`src/rtl/ysyx_25040129_ifu.sv`:
```
// ysyx_25040129_ifu: non-pipelined instruction fetch unit.
//
// Holds the architectural PC and issues one word-aligned read per
// instruction on a request/grant/response port. The fetched word goes to
// decode over a valid/ready handshake. The unit then waits for the next PC
// from execute/writeback before it fetches again.
//
// Ports:
//   clk, rst_n          clock, asynchronous active-low reset
//   mem_req/mem_addr    read request (held until granted) and address (= pc)
//   mem_gnt             request accepted this cycle
//   mem_rvalid/rdata    read response
//   inst_valid/ready    handshake toward decode
//   inst/inst_pc        fetched word and its PC
//   inst_fault          00 none, 01 misaligned PC, 10 bus timeout
//   upd_valid/upd_pc    retire notification carrying the next PC
module ysyx_25040129_ifu #(
    parameter logic [31:0] RESET_PC = 32'h8000_0000,
    parameter int unsigned TIMEOUT  = 255
) (
    input  logic        clk,
    input  logic        rst_n,
    output logic        mem_req,
    output logic [31:0] mem_addr,
    input  logic        mem_gnt,
    input  logic        mem_rvalid,
    input  logic [31:0] mem_rdata,
    output logic        inst_valid,
    input  logic        inst_ready,
    output logic [31:0] inst,
    output logic [31:0] inst_pc,
    output logic [1:0]  inst_fault,
    input  logic        upd_valid,
    input  logic [31:0] upd_pc
);

    localparam int unsigned CntW = $clog2(TIMEOUT + 1);
    localparam logic [CntW-1:0] CntMax = CntW'(TIMEOUT);

    localparam logic [1:0] FaultNone     = 2'b00;
    localparam logic [1:0] FaultMisalign = 2'b01;
    localparam logic [1:0] FaultTimeout  = 2'b10;

    typedef enum logic [1:0] {
        StFetch,
        StWait,
        StValid,
        StExec
    } state_e;

    state_e          state_q;
    logic [31:0]     pc_q;
    logic [CntW-1:0] cnt_q;
    logic [CntW-1:0] cnt_inc;
    logic [31:0]     inst_q;
    logic [31:0]     inst_pc_q;
    logic [1:0]      fault_q;
    logic            valid_q;
    logic            pc_aligned;

    assign pc_aligned = (pc_q[1:0] == 2'b00);

    // Saturating increment of the wait counter.
    assign cnt_inc = (cnt_q == CntMax) ? cnt_q : cnt_q + CntW'(1);

    // A misaligned PC never reaches the bus; it is reported as a fault instead.
    assign mem_req    = (state_q == StFetch) && pc_aligned;
    assign mem_addr   = pc_q;
    assign inst_valid = valid_q;
    assign inst       = inst_q;
    assign inst_pc    = inst_pc_q;
    assign inst_fault = fault_q;

    always_ff @(posedge clk or negedge rst_n) begin
        if (!rst_n) begin
            state_q   <= StFetch;
            pc_q      <= RESET_PC;
            cnt_q     <= '0;
            inst_q    <= '0;
            inst_pc_q <= '0;
            fault_q   <= FaultNone;
            valid_q   <= 1'b0;
        end else begin
            unique case (state_q)
                StFetch: begin
                    if (!pc_aligned) begin
                        inst_q    <= '0;
                        inst_pc_q <= pc_q;
                        fault_q   <= FaultMisalign;
                        valid_q   <= 1'b1;
                        state_q   <= StValid;
                    end else if (mem_gnt && mem_rvalid) begin
                        // Zero-latency memory: grant and data in one cycle.
                        inst_q    <= mem_rdata;
                        inst_pc_q <= pc_q;
                        fault_q   <= FaultNone;
                        valid_q   <= 1'b1;
                        state_q   <= StValid;
                    end else if (mem_gnt) begin
                        cnt_q   <= '0;
                        state_q <= StWait;
                    end
                end
                StWait: begin
                    // Data arriving in the last allowed cycle beats the timeout.
                    if (mem_rvalid) begin
                        inst_q    <= mem_rdata;
                        inst_pc_q <= pc_q;
                        fault_q   <= FaultNone;
                        valid_q   <= 1'b1;
                        state_q   <= StValid;
                    end else begin
                        cnt_q <= cnt_inc;
                        if (cnt_inc == CntMax) begin
                            inst_q    <= '0;
                            inst_pc_q <= pc_q;
                            fault_q   <= FaultTimeout;
                            valid_q   <= 1'b1;
                            state_q   <= StValid;
                        end
                    end
                end
                StValid: begin
                    if (inst_ready) begin
                        valid_q <= 1'b0;
                        state_q <= StExec;
                    end
                end
                StExec: begin
                    // inst/inst_pc/inst_fault stay visible while executing.
                    if (upd_valid) begin
                        pc_q    <= upd_pc;
                        state_q <= StFetch;
                    end
                end
                default: state_q <= StFetch;
            endcase
        end
    end

endmodule
```
`config.mk`:
```
export PLATFORM = sky130hd
export DESIGN_NAME = ysyx_25040129_ifu
export DESIGN_NICKNAME = d
export VERILOG_FILES = /design/src/rtl/ysyx_25040129_ifu.sv
export SDC_FILE = /design/constraint.sdc
export NUM_CORES = 1
export LEC_CHECK = 0
export BUFFER_PORTS_ARGS = -buffer_cell sky130_fd_sc_hd__buf_2
export CAP_MARGIN = 20
export CORE_UTILIZATION = 30
export CTS_CLUSTER_SIZE = 40
export DETAILED_ROUTE_END_ITERATION = 16
export GPL_TIMING_DRIVEN = 0
export SYNTH_ARGS = -nofsm -noshare
export SYNTH_HDL_FRONTEND = slang
export SYNTH_SLANG_ARGS = --single-unit
```
`constraint.sdc`:
```
create_clock -name clk -period 3.5 [get_ports clk]
set_input_delay 0.7 -clock clk [delete_from_list [all_inputs] [get_ports clk]]
set_output_delay 0.7 -clock clk [all_outputs]
set_load 0.01 [all_outputs]
```
==> results of run 1 <==
-- layer usage --
metal	global-route usage, %	vias up	routed length (µm)
met1	17.8	1632	4730
met3	3.35	13	594
met5	0	-	0
met4	6.38	0	186
li1	-	1526	-
met2	22.1	113	4890
-- metrics by stage --
stage	cell area, µm²	cells	utilization, %	setup slack, ns	total power, W
floorplan	4500	319	-	1.19	0.00377
CTS	5950	689	40.8	0.606	0.00588
detailed placement	5610	673	38.4	0.624	0.00470
global route	5950	689	40.8	0.433	0.00615
global placement	5580	672	38.2	0.439	0.00462
finish	5950	689	40.8	0.653	0.00577
-- cell usage after synthesis (all sizes together), types with 2 or more instances --
cell type    n
a21oi       11
inv          7
a2bb2oi      2
and3         3
dfrtp      108
a41oi        2
nand2       11
a22o        32
nor2         8
or2          2
mux2i        3
buf         14
xor2         2
o21ai       12
nand3        5
clkbuf       5
ha           5
o2bb2ai      2
nand2b       3
mux2        65
and4         2
and2         2
-- state kept, by name (all words and copies together) (netlist names) --
signal and cells:
cnt_q 8, inst 32, inst_fault 2, inst_pc 32, inst_valid 1, mem_addr 32, state_q 2
-- path summary, 6_finish.rpt --
kind	to	slack, ns	cells after the start
setup / recovery	inst_pc[22]$_DFFE_PN0P_	0.65	9
hold / removal	inst_fault[1]$_DFFE_PN0P_	0.33	1
setup reg to reg	inst_pc[22]$_DFFE_PN0P_	0.65	9
hold reg to reg	inst[8]$_DFFE_PN0P_	0.49	1
max in group asynchronous	mem_addr[31]$_DFFE_PN1P_	2.39	2
min in group clk	inst[8]$_DFFE_PN0P_	0.49	1
-- layout by cell type, fill, tap and decap left out, types with 4 or more instances in the layout --
master,count
nor2_1,8
o21ai_0,11
clkbuf_16,9
a22o_1,32
inv_1,7
nand2_1,11
nand3_1,5
ha_1,5
dfrtp_1,108
buf_2,173
a21oi_1,11
mux2_2,52
buf_6,4
clkbuf_1,5
mux2_4,13
-- cells by family after synthesis --
group                      after synthesis  synth area share (%)
DFF                                    109                  60.6
AOI/OAI and AO/OA                       69                  11.5
buffers and inverters                   26                  3.42
and+or+nand+nor                         40                  4.67
xor gates and xnor gates                 2                 0.389
adders and majority gates                5                  1.39
muxes                                   68                  18.0
-- critical path, stage by stage (launching register included) --
cell     delay [ns]
dfrtp_1        0.46
ha_1           0.33
and4_1         0.30
a32oi_1        0.12
a21oi_1        0.26
a41oi_2        0.25
nor2_1         0.27
buf_4          0.26
buf_12         0.17
mux2_4         0.30
-- layout make-up --
class	count	area, µm²	share of cell area [%]
sequential	109	2730	45.8
multi-input combinational	184	1620	27.2
timing repair buffer	170	876	14.7
clock buffer	12	267	4.48
tap	184	230	3.87
buffer	19	128	2.14
clock inverter	4	76.3	1.28
inverter	7	26.3	0.441
-- power breakdown --
group	switching [W]	internal [W]
combinational	0.00115	0.00132
clock	0.000460	0.000689
sequential	0.000333	0.00181
total	0.00195	0.00382
==> metrics.cfg, run 1 <==
[run_status]
status = finished clean

[logic_synthesis]
ys_warn_count = 0
ys.flop_type = dfrtp_1
ys_ff_latch = 109
ys_seq_area_share_pct = 60.6
syn_inst = 319
synth_edf_count = 0
ys_types = 43
yosys.area.top_type = dfrtp_1
avgSynthCellArea_um2 = 14.1
synth_top_cell_area_share_pct = 60.0
synthArstFlopShare_pct = 100
syn-cell-area_um2 = 4500
syn_nets = 394
yosys-top-cells-area = dfrtp_1, mux2_2, a22o_1

[drt]
drcViolationCount = 0
drt_iter0_markers = 80
viasPerCell = 4.77
wire_per_inst_um = 15.1
firstDrtPassIters = 4
vias = 3284
drt_wl_total_um = 10400
final_antenna_net_count = 0

[setup_path]
cp.required_ns = 3.73
arrival_ns = 3.08
r2r_start = cnt_q[0]$_DFFE_PN0P_
cp-startpoint = cnt_q[0]$_DFFE_PN0P_
critPathKind = reg2reg
crit_path_end_kind = flip-flop
worst_setup_path_start_kind = flip-flop
critPathMaxFanout = 10

[sta]
holdWs_ns = 0.333
fmax_mhz = 351
tns_ns = 0
period_needed_ns = 2.85
slew_headroom_pct = 54.1
rsz0062_at_grt = false
final.period_utilization_pct = 81.3
setup_viol = 0
slew_viol_final = 0
max_slew.worst_pin.slew_ns = 0.688
hold_viol = 0
worst_clock_skew_ns = 0.00749

[pwr]
vdd_drop_max_mv = 0.376
power_per_cell_area_nw_per_um2 = 969
p_leak_nw = 3.00

[floorplan]
dieArea_um2 = 15500
start_util_pct = 30.9
die_x_um = 125
core_area_um2 = 14600
die_height_um = 125
std_cell_rows = 44
boundaryPins = 170

[cells_and_area]
nNetsFinal = 575
area_growth_pct = 32.2
fillers = 1383
drive_above_1_share_pct = 52.7
n_antenna_cell = 0

[clock_network]
clk_pin_slew_ns = 0.07
post_cts_resize_count = 0
cts_buffer_depth = 2
cts_inserted_buffers = 9
clk_latency_ns = 0.35
postCtsSetupRepairBufs = 0
cts_root_buf = clkbuf_16
h-tree-depth = 3
cts-hold-fix-buffers = 0
cts_tree = built
cts.sinks = 109

[placed_design]
dp_hpwl_um = 7590
portBuffers = 169
gp_congestion = 0.784

[grt]
grt_first_pass_wirelength_um = 17200
grt_overflow_total = 0
antenna_found_initial = 0
first_global_vias = 3327
grt_max_degree = 72
grt_use_total_pct = 13.9

[run]
cap_violations = 0

[worst_hold_path]
hold_path.class = in2async

Power figures use the tool's default switching activity.
==> run 2, diff against run 1 <==
clock period = 2.5 ns   (was 3.5 ns; I/O delays follow)
==> run 2 against run 1 <==
Compared with the run above: setup slack lost 0.52 ns; first-iteration DRC count down 5.0%; clock power rose by 40%; fmax is 20% higher; clock skew is essentially flat; worst hold slack worse by 0.20 ns; flip-flop and latch count unchanged; sequential share of layout area decreased by 0.60 points; die area is the same; sequential power rose by 41%; via count grew 0.21%; largest cell class unchanged.
==> metrics.cfg, run 2 (synthesis results as in run 1) <==
[floorplan]
die_x_um = 125  ; unchanged
start_util_pct = 30.9  ; unchanged
dieArea_um2 = 15500  ; unchanged
die_height_um = 125  ; unchanged
boundaryPins = 170  ; unchanged
std_cell_rows = 44  ; unchanged
core_area_um2 = 14600  ; unchanged

[run_status]
status = finished clean

[pwr]
power_w = 0.00820  ; +42%
power_per_cell_area_nw_per_um2 = 1360  ; +40%
vdd_drop_max_mv = 0.527  ; +40%
p_leak_nw = 3.03  ; +0.73%

[setup_path]
critical-path-slowest-cell = dfrtp_2
cpPeakStageDelay_ns = 0.45  ; about the same
cp.required_ns = 2.73  ; -1.00 ns
crit_chain = ha_4 > and4_1 > nand2_1 > mux2i_2 > a41oi_2 > nor2_4 > buf_8 > buf_12 > mux2_4
crit_path_end_kind = flip-flop
cp-startpoint = cnt_q[1]$_DFFE_PN0P_
critPathKind = reg2reg
r2r-end = inst_pc[22]$_DFFE_PN0P_
reg2reg_depth = 9  ; unchanged
r2r_start = cnt_q[1]$_DFFE_PN0P_
rrSetupSlack_ns = 0.14  ; -0.52 ns
arrival_ns = 2.59  ; -0.49 ns
worst_setup_path_start_kind = flip-flop
critPathMaxFanout = 10  ; unchanged

[clock_network]
cts_inserted_buffers = 9  ; unchanged
clk_pin_slew_ns = 0.07  ; about the same
cts_root_buf = clkbuf_16
h-tree-depth = 3  ; unchanged
cts-hold-fix-buffers = 0  ; unchanged
cts_tree = built
clk_latency_ns = 0.35  ; about the same
cts.sinks = 109  ; unchanged
cts_buffer_depth = 2  ; unchanged

[drt]
firstDrtPassIters = 4  ; unchanged
wire_per_inst_um = 15.1  ; +0.10%
viasPerCell = 4.75  ; -0.37%
drt_iter0_markers = 76  ; -5.0%
vias = 3291  ; +0.21%
drt_wl_total_um = 10500  ; +0.68%
final_antenna_net_count = 0  ; unchanged
drcViolationCount = 0  ; unchanged

[sta]
hold_viol = 0  ; unchanged
final.period_utilization_pct = 94.6  ; +13 points
worst_clock_skew_ns = 0.00753  ; +0.0000373 ns
fmax_mhz = 423  ; +20%
max_slew.worst_pin.slew_ns = 0.689  ; +0.00128 ns
tns_ns = 0  ; unchanged
setup_viol = 0  ; unchanged
period_needed_ns = 2.36  ; -0.482 ns
slew_viol_final = 0  ; unchanged
rsz0062_at_grt = false
slew_headroom_pct = 54.1  ; -0.085 points

[grt]
met1_usage_pct = 17.9  ; +0.083 points
grt_overflow_total = 0  ; unchanged
first_global_vias = 3338  ; +0.33%
grt_use_met2_pct = 22.2  ; +0.065 points
grt_first_pass_wirelength_um = 17300  ; +0.52%
grt_use_total_pct = 14.0  ; +0.084 points
grt_max_degree = 72  ; unchanged
busiest_layer = met2
antenna_found_initial = 0  ; unchanged
met3_usage_pct = 3.35  ; unchanged

[cells_and_area]
fin_area_um2 = 6040  ; +1.4%
mostFrequentLayoutCells = buf_2, dfrtp_1, mux2_2
fin_util_pct = 41.4  ; +0.57 points
fillers = 1381  ; -0.14%
drive_above_1_share_pct = 54.8  ; +2.1 points
multi_input_area_um2 = 1660  ; +2.5%
n_antenna_cell = 0  ; unchanged
seq_area_um2 = 2730  ; about the same
area_growth_pct = 34.0
final_common_cell = buf_2
nNetsFinal = 579  ; +0.70%

[placed_design]
portBuffers = 169  ; unchanged
gp_congestion = 0.784  ; unchanged
dp_hpwl_um = 7590  ; unchanged
placed_area_um2 = 5610  ; unchanged

[worst_hold_path]
hold_path.class = in2async

[run]
cap_violations = 0  ; unchanged

## run 2: power breakdown
part	internal, W	switching [W]	total, W
sequential	0.00254	0.000471	0.00301
combinational	0.00193	0.00165	0.00358
clock	0.000964	0.000646	0.00161
total	0.00543	0.00277	0.00820
## run 2: worst max-delay path by stage
| stage | end | slack (ns) | cells after the start |
|---|---|---|---|
| 2_1_floorplan | inst_pc[21]$_DFFE_PN0P_ | 0.19 | 9 |
| 3_3_place_gp | inst_pc[18]$_DFFE_PN0P_ | -0.36 | 1 |
| 3_5_place_dp | inst_pc[22]$_DFFE_PN0P_ | -0.38 | 9 |
| 4_1_cts | inst_pc[22]$_DFFE_PN0P_ | 0.02 | 9 |
| 5_1_grt | inst_pc[22]$_DFFE_PN0P_ | 0.02 | 9 |
| 6_report | inst_pc[22]$_DFFE_PN0P_ | 0.14 | 9 |
## run 2: layer usage
| metal | routed length [µm] | part of all wire [%] | up-vias |
|---|---|---|---|
| li1 | - | - | 1538 |
| met5 | 0 | 0 | - |
| met1 | 4750 | 45 | 1622 |
| met4 | 204 | 1.9 | 0 |
| met2 | 4910 | 47 | 116 |
| met3 | 602 | 5.7 | 15 |
## run 2: final cells by class
type	count	area share [%]
Sequential cell	109	45.3
Multi-Input combinational cell	184	27.5
Timing Repair Buffer	174	15.0
Clock buffer	12	4.42
Tap cell	184	3.81
Buffer	19	2.30
Clock inverter	4	1.26
Inverter	7	0.435
## run 2: critical path: cells and delay by family (launching register included)
family                     cells  cell delay [ns]
AOI/OAI and AO/OA              1             0.20
buffers and inverters          2             0.32
adders and majority gates      1             0.20
and+or+nand+nor                3             0.53
DFF                            1             0.45
muxes                          2             0.55
## run 2: stage by stage
step                      setup slack [ns]  cells  hold WS, ns
after floorplan                      0.188    319        0.204
after global placement              -0.361    672        0.479
after detailed placement            -0.376    673        0.479
after CTS                           0.0189    690        0.138
after global routing                0.0185    693        0.168
final                                0.135    693        0.133
## run 2: repair_timing
action / CTS / global route
resized for setup: 10 / 7
setup endpoints to repair: 62 / 56
buffers inserted: 1 / 3
pin swaps: 2 / 0
